--- src/rtl/fifo_wr_arbiter_if.sv ---
// rtl/fifo_wr_arbiter_if.sv - requester and FIFO write-port bundle for fifo_wr_arbiter
interface fifo_wr_arbiter_if #(
    parameter int NCHAN  = 4,
    parameter int DWIDTH = 16
);
    localparam int TAGW = $clog2(NCHAN);

    logic [NCHAN-1:0]        req_valid;
    logic [NCHAN*DWIDTH-1:0] req_data;
    logic [NCHAN-1:0]        req_ready;
    logic                    fifo_wen;
    logic [TAGW+DWIDTH-1:0]  fifo_wdata;
    logic                    fifo_full;
    logic                    fifo_almost_full;
    logic                    busy;
    logic [TAGW-1:0]         grant_id;

    modport master (
        input  req_valid, req_data, fifo_full, fifo_almost_full,
        output req_ready, fifo_wen, fifo_wdata, busy, grant_id
    );

    modport slave (
        output req_valid, req_data, fifo_full, fifo_almost_full,
        input  req_ready, fifo_wen, fifo_wdata, busy, grant_id
    );
endinterface

--- src/rtl/fifo_wr_arbiter.sv ---
// rtl/fifo_wr_arbiter.sv - round-robin burst arbiter sharing one FIFO write port
module fifo_wr_arbiter #(
    parameter int NCHAN     = 4,
    parameter int DWIDTH    = 16,
    parameter int MAX_BURST = 8
) (
    input  logic              wclk,
    input  logic              rst_n,
    fifo_wr_arbiter_if.master bus
);
    localparam int TAGW = $clog2(NCHAN);
    localparam int BW   = $clog2(MAX_BURST + 1);
    localparam logic [BW-1:0]   BEAT_LAST = BW'(MAX_BURST - 1);
    localparam logic [BW-1:0]   BEAT_MAX  = BW'(MAX_BURST);
    localparam logic [TAGW-1:0] LAST_CH   = TAGW'(NCHAN - 1);

    typedef enum logic {
        ST_IDLE  = 1'b0,
        ST_GRANT = 1'b1
    } state_t;

    state_t                 r_state;
    state_t                 w_state_nxt;
    logic [TAGW-1:0]        r_rr_ptr;
    logic [TAGW-1:0]        r_grant_id;
    logic [BW-1:0]          r_beat_cnt;
    logic                   r_fifo_wen;
    logic [TAGW+DWIDTH-1:0] r_fifo_wdata;

    logic [TAGW-1:0]        w_arb_idx;
    logic                   w_arb_found;
    logic [TAGW-1:0]        w_ptr_after;
    logic                   w_space_ok;
    logic                   w_sel_valid;
    logic                   w_accept;
    logic                   w_last_beat;
    logic [DWIDTH-1:0]      w_words [NCHAN];
    int                     w_scan;

    genvar g;
    for (g = 0; g < NCHAN; g++) begin : g_unpack
        assign w_words[g] = bus.req_data[g*DWIDTH +: DWIDTH];
    end

    // Almost-full also blocks: an accept now is written next cycle, when that write may fill the FIFO.
    assign w_space_ok  = ~bus.fifo_full & ~bus.fifo_almost_full;
    assign w_sel_valid = bus.req_valid[r_grant_id];
    assign w_accept    = (r_state == ST_GRANT) & w_sel_valid & w_space_ok;
    assign w_last_beat = (r_beat_cnt == BEAT_LAST);
    assign w_ptr_after = (r_grant_id == LAST_CH) ? '0 : r_grant_id + 1'b1;

    always_comb begin
        w_arb_idx   = r_rr_ptr;
        w_arb_found = 1'b0;
        w_scan      = 0;
        for (int i = 0; i < NCHAN; i++) begin
            w_scan = int'(r_rr_ptr) + i;
            if (w_scan >= NCHAN) w_scan = w_scan - NCHAN;
            if (!w_arb_found && bus.req_valid[TAGW'(w_scan)]) begin
                w_arb_found = 1'b1;
                w_arb_idx   = TAGW'(w_scan);
            end
        end
    end

    always_ff @(posedge wclk or negedge rst_n) begin
        if (!rst_n) r_state <= ST_IDLE;
        else        r_state <= w_state_nxt;
    end

    always_comb begin
        w_state_nxt = r_state;
        case (r_state)
            ST_IDLE:  if (w_arb_found) w_state_nxt = ST_GRANT;
            ST_GRANT: if (!w_sel_valid || (w_accept && w_last_beat)) w_state_nxt = ST_IDLE;
            default:  w_state_nxt = ST_IDLE;
        endcase
    end

    always_comb begin
        bus.req_ready = '0;
        bus.busy      = 1'b0;
        if (r_state == ST_GRANT) begin
            bus.busy                  = 1'b1;
            bus.req_ready[r_grant_id] = w_sel_valid & w_space_ok;
        end
    end

    always_ff @(posedge wclk or negedge rst_n) begin
        if (!rst_n) begin
            r_rr_ptr     <= '0;
            r_grant_id   <= '0;
            r_beat_cnt   <= '0;
            r_fifo_wen   <= 1'b0;
            r_fifo_wdata <= '0;
        end else begin
            r_fifo_wen <= w_accept;
            if (r_state == ST_IDLE && w_arb_found) begin
                r_grant_id <= w_arb_idx;
                r_beat_cnt <= '0;
            end
            if (w_accept) begin
                r_fifo_wdata <= {r_grant_id, w_words[r_grant_id]};
                if (r_beat_cnt != BEAT_MAX) r_beat_cnt <= r_beat_cnt + 1'b1;
            end
            if (r_state == ST_GRANT && w_state_nxt == ST_IDLE) r_rr_ptr <= w_ptr_after;
        end
    end

    assign bus.fifo_wen   = r_fifo_wen;
    assign bus.fifo_wdata = r_fifo_wdata;
    assign bus.grant_id   = r_grant_id;
endmodule

--- src/flat_wrapper.sv ---
// flat-port wrapper written by rule: the top's interface ports become plain ports
module fifo_wr_arbiter_flat 
#(
    parameter int NCHAN     = 4,
    parameter int DWIDTH    = 16,
    parameter int MAX_BURST = 8
)
  (wclk, rst_n, bus_req_valid, bus_req_data, bus_fifo_full, bus_fifo_almost_full, bus_req_ready, bus_fifo_wen, bus_fifo_wdata, bus_busy, bus_grant_id);
  fifo_wr_arbiter_if #(.NCHAN(NCHAN), .DWIDTH(DWIDTH)) bus_i ();
  input  logic wclk;
  input  logic rst_n;
  input wire logic [$bits(bus_i.req_valid)-1:0] bus_req_valid;
  input wire logic [$bits(bus_i.req_data)-1:0] bus_req_data;
  input wire logic [$bits(bus_i.fifo_full)-1:0] bus_fifo_full;
  input wire logic [$bits(bus_i.fifo_almost_full)-1:0] bus_fifo_almost_full;
  output wire logic [$bits(bus_i.req_ready)-1:0] bus_req_ready;
  output wire logic [$bits(bus_i.fifo_wen)-1:0] bus_fifo_wen;
  output wire logic [$bits(bus_i.fifo_wdata)-1:0] bus_fifo_wdata;
  output wire logic [$bits(bus_i.busy)-1:0] bus_busy;
  output wire logic [$bits(bus_i.grant_id)-1:0] bus_grant_id;
  assign bus_i.req_valid = bus_req_valid;
  assign bus_i.req_data = bus_req_data;
  assign bus_i.fifo_full = bus_fifo_full;
  assign bus_i.fifo_almost_full = bus_fifo_almost_full;
  assign bus_req_ready = bus_i.req_ready;
  assign bus_fifo_wen = bus_i.fifo_wen;
  assign bus_fifo_wdata = bus_i.fifo_wdata;
  assign bus_busy = bus_i.busy;
  assign bus_grant_id = bus_i.grant_id;
  fifo_wr_arbiter #(.NCHAN(NCHAN), .DWIDTH(DWIDTH), .MAX_BURST(MAX_BURST)) u_core (.wclk(wclk), .rst_n(rst_n), .bus(bus_i));
endmodule
--- config.mk ---
export PLATFORM = sky130hd
export DESIGN_NAME = fifo_wr_arbiter_flat
export DESIGN_NICKNAME = d
export VERILOG_FILES = /design/src/rtl/fifo_wr_arbiter_if.sv /design/src/rtl/fifo_wr_arbiter.sv /design/src/flat_wrapper.sv
export SDC_FILE = /design/constraint.sdc
export NUM_CORES = 1
export LEC_CHECK = 0
export CAP_MARGIN = 20
export CORE_UTILIZATION = 25
export DETAILED_ROUTE_END_ITERATION = 10
export HOLD_SLACK_MARGIN = 0.08
export PLACE_DENSITY = 0.62
export SYNTH_ARGS = -nofsm -noshare
export SYNTH_HDL_FRONTEND = slang
export SYNTH_SLANG_ARGS = --single-unit
--- constraint.sdc ---
create_clock -name wclk -period 2.5 [get_ports wclk]
set_input_delay 0.25 -clock wclk [delete_from_list [all_inputs] [get_ports wclk]]
set_output_delay 0.25 -clock wclk [all_outputs]
set_load 0.01 [all_outputs]
==> qor.txt <==
Status -> finished, final reports clean
Antenna fix cells -> 0
Maximum single-stage delay on the critical path -> 0.61 ns
Commonest cells post-synth -> nand2_1, dfrtp_1, mux4_2, o21ai_0
Net count after synthesis -> 251
Hold-fix buffers at CTS -> 0
Combinational family with the most area after synthesis -> multiplexers
Die Height -> 86.5 microns
Drt first pass iters -> 4
Max Cap Viol -> 0
Synth async-reset ratio -> 100%
Transition time at the pin with the least slew margin -> 0.423 ns
Detail-routed via count per cell -> 4.47
Clock slew seen by the registers of the worst setup and hold paths -> 0.11 ns
Number of buffers and inverters on the critical path -> 2
DRC violations left -> 0
Nature of the critical path startpoint -> input port
Final weighted congestion in routability-driven placement -> 0.752
Area fraction in compound gates after synthesis -> 8.33%
Share of Yosys cell area claimed by the top area cell type -> 39.2%
Source of the worst register-to-register timing path -> u_core.bus.grant_id[0]
Max stage delay cell, worst path -> mux4_2
Number of placed cells counting well taps -> 366
Fill cell count -> 678
Initial cell density of the core -> 26.2%
Required time of the critical path -> 2.25 ns
Post-route antenna net violation count -> 0
Number of buffers added by the clock tree synthesis step -> 3
Layout net count -> 353
Post-Route Skew -> 0.0104 ns
Library cell with the highest instance count after synthesis -> nand2_1
TritonCTS clock tree -> yes
Skew-Pair Late Insertion Delay -> 0.28 ns
Total power divided by cell area -> 867 nW/um^2
RSZ-0062 raised after global routing -> no
Leading area contributor after synthesis -> dfrtp_1
Critical Setup Path Class -> in2out
Clock H-tree levels -> 1
Post-Synth XOR/XNOR Area -> 0.490%
Fin. max-slew vios -> 0
Initial antenna violation count -> 0
Final clock period utilization by the worst path -> 93.5%
Data arrival time of the critical path -> 2.09 ns
Share of the yosys chip area belonging to registers -> 39.2%
Fmax -> 428 MHz
Cts repair resizes -> 0
Post-synthesis cell type count -> 32
Number of I/O pins -> 98
Maximum number of pins on one net before global-route repair -> 29
Most frequently used flop master after synthesis -> dfrtp_1
Share of layout cells above drive strength 1 -> 12.8%
Final Hold Viols -> 0
Reg2reg end -> u_core.r_rr_ptr[0]
CP Launch Point -> bus_req_valid[2]
Family of cells with the greatest summed delay on the critical path -> buffers and inverters
Post-synth EDFFs -> 0
Count of synthesis-stage warnings from yosys -> 0
Critical Path Most Common Cell -> clkdlybuf4s50_1
Total overflow reported by the global router -> 0
CTS root buf -> clkbuf_8
Pleak -> 1.26 nW
Ordered list of cells on the worst path -> clkdlybuf4s50_1 -> mux4_2 -> and3_1 -> clkdlybuf4s50_1
Total GRT Usage -> 13.6%
Drt first-iter violations -> 32
Setup WS pre-CTS -> 0.171 ns
Worst setup EP type -> primary output
Aggregate routed wire length -> 5.00 mm
Via Count -> 1,654
Hpwl dp -> 3.76 mm
Share of synthesized area spent on multiplexers -> 24.4%
Synthesized-area fraction occupied by and/or/nand/nor cells -> 19.4%
Min Clock Period, post-route -> 2.34 ns
Vias in the first global route -> 1,716
Number of cells traversed by the worst register-to-register path -> 3
Top area cells in the synthesized netlist -> dfrtp_1, mux4_2, nand2_1, ha_1, o21ai_0
Count of buffers inserted at the top-level ports -> 97
Non-filler instance count after layout -> 370
Post-Route Setup TNS -> 0 ns
Post-synthesis instance area -> 1790 sq um
Count of buffers added by post-CTS timing repair for setup -> 0
Number of failing setup endpoints in the final timing report -> 0
Area of the core -> 6830 sq um
Die Wd -> 86.5 microns
Hold/Removal Path Class -> in2async
Final worst slack -> 0.161 ns
Die ar. -> 7490 sq um
Standard-cell row count -> 30
Flops & latches, synth -> 28
# clock sinks -> 28
Post-detailed-route wirelength per cell -> 13.5 microns
Number of instances in the synthesized netlist -> 173
Critical path fanouts, max -> 8
Global-route wire length before repair -> 8.07 mm
Avg Cell Area, Syn -> 10.3 sq um
Max clock buf depth -> 2
Max transition margin -> 71.8%
Fraction of the mapped netlist area in adder cells -> 4.20%
Max rail drop VDD -> 0.000595 V
Synthesis-to-finish area growth -> 65.9%
Finished Core Util -> 43.4%
Reg2Reg Setup Slack -> 0.74 ns
power by group:
| part | leakage [nW] | internal (W) | switching, W |
|---|---|---|---|
| Clock | 0.0357 | 0.000215 | 0.000154 |
| Combinational | 0.876 | 0.000807 | 0.000626 |
| Sequential | 0.351 | 0.000633 | 0.000136 |
| Total | 1.26 | 0.00165 | 0.000916 |
routing by layer:
layer,GRT usage (%),routed length [microns],vias to the layer above
met5,0,0,-
met3,4.00,317,2
met2,23.4,2530,51
li1,-,-,814
met4,1.67,8,0
met1,17.5,2150,787
cell type report:
cell class,instances,area (sq um),area share [%]
repair buffers,105,1030,34.8
flip-flops and latches,28,701,23.6
well taps,96,120,4.05
inverters,6,25.0,0.844
clock buffers,3,41.3,1.39
clock inverters,1,30.0,1.01
multi-input cells,131,1020,34.3
kinds of logic after synthesis:
family / Yosys count
and+or+nand+nor: 78
AOI/OAI and AO/OA: 24
muxes: 22
adders and majority gates: 6
DFF: 28
buffers and inverters: 14
xor gates and xnor gates: 1
worst max-delay path by stage:
stage,depth (start not counted),slack (ns),end
floorplan,3,0.71,u_core.r_rr_ptr[0]
global placement,4,0.18,bus_req_ready[2]
detailed placement,4,0.17,bus_req_ready[1]
CTS,5,0.15,bus_req_ready[0]
global route,5,0.01,bus_req_ready[0]
finish,4,0.16,bus_req_ready[0]
registers in the layout, summed over array words and instances, names as in the netlist:
| register | flops |
|---|---|
| u_core.r_beat_cnt | 4 |
| u_core.bus.fifo_wen | 1 |
| u_core.r_state | 1 |
| u_core.bus.grant_id | 2 |
| u_core.r_rr_ptr | 2 |
| u_core.bus.fifo_wdata | 18 |
placed cells by master, fill, tap and decap left out, drive strengths merged, types with 2 or more instances in the layout:
cell	instances
inv	6
buf	8
mux2i	2
mux2	3
clkdlybuf4s50	97
and3	5
o22ai	3
dfrtp	28
o21ai	9
nor2b	5
clkbuf	3
nand2	61
nor2	3
a21oi	4
mux4	17
ha	6
per-stage QoR:
stage	total power [W]	hold slack (ns)	area, sq um
CTS	0.00261	0.364	2960
finish	0.00257	0.345	2960
global placement	0.00221	0.457	2890
global route	0.00277	0.382	2960
floorplan	0.00158	-0.0456	1790
detailed placement	0.00223	0.462	2890
worst register-to-register path, delay by kind of cell (launching register included):
kind,cells,cell delay (ns)
mux,2,0.98
flops,1,0.39
compound gates,1,0.29
No activity file was read; power rests on OpenSTA's default activity.
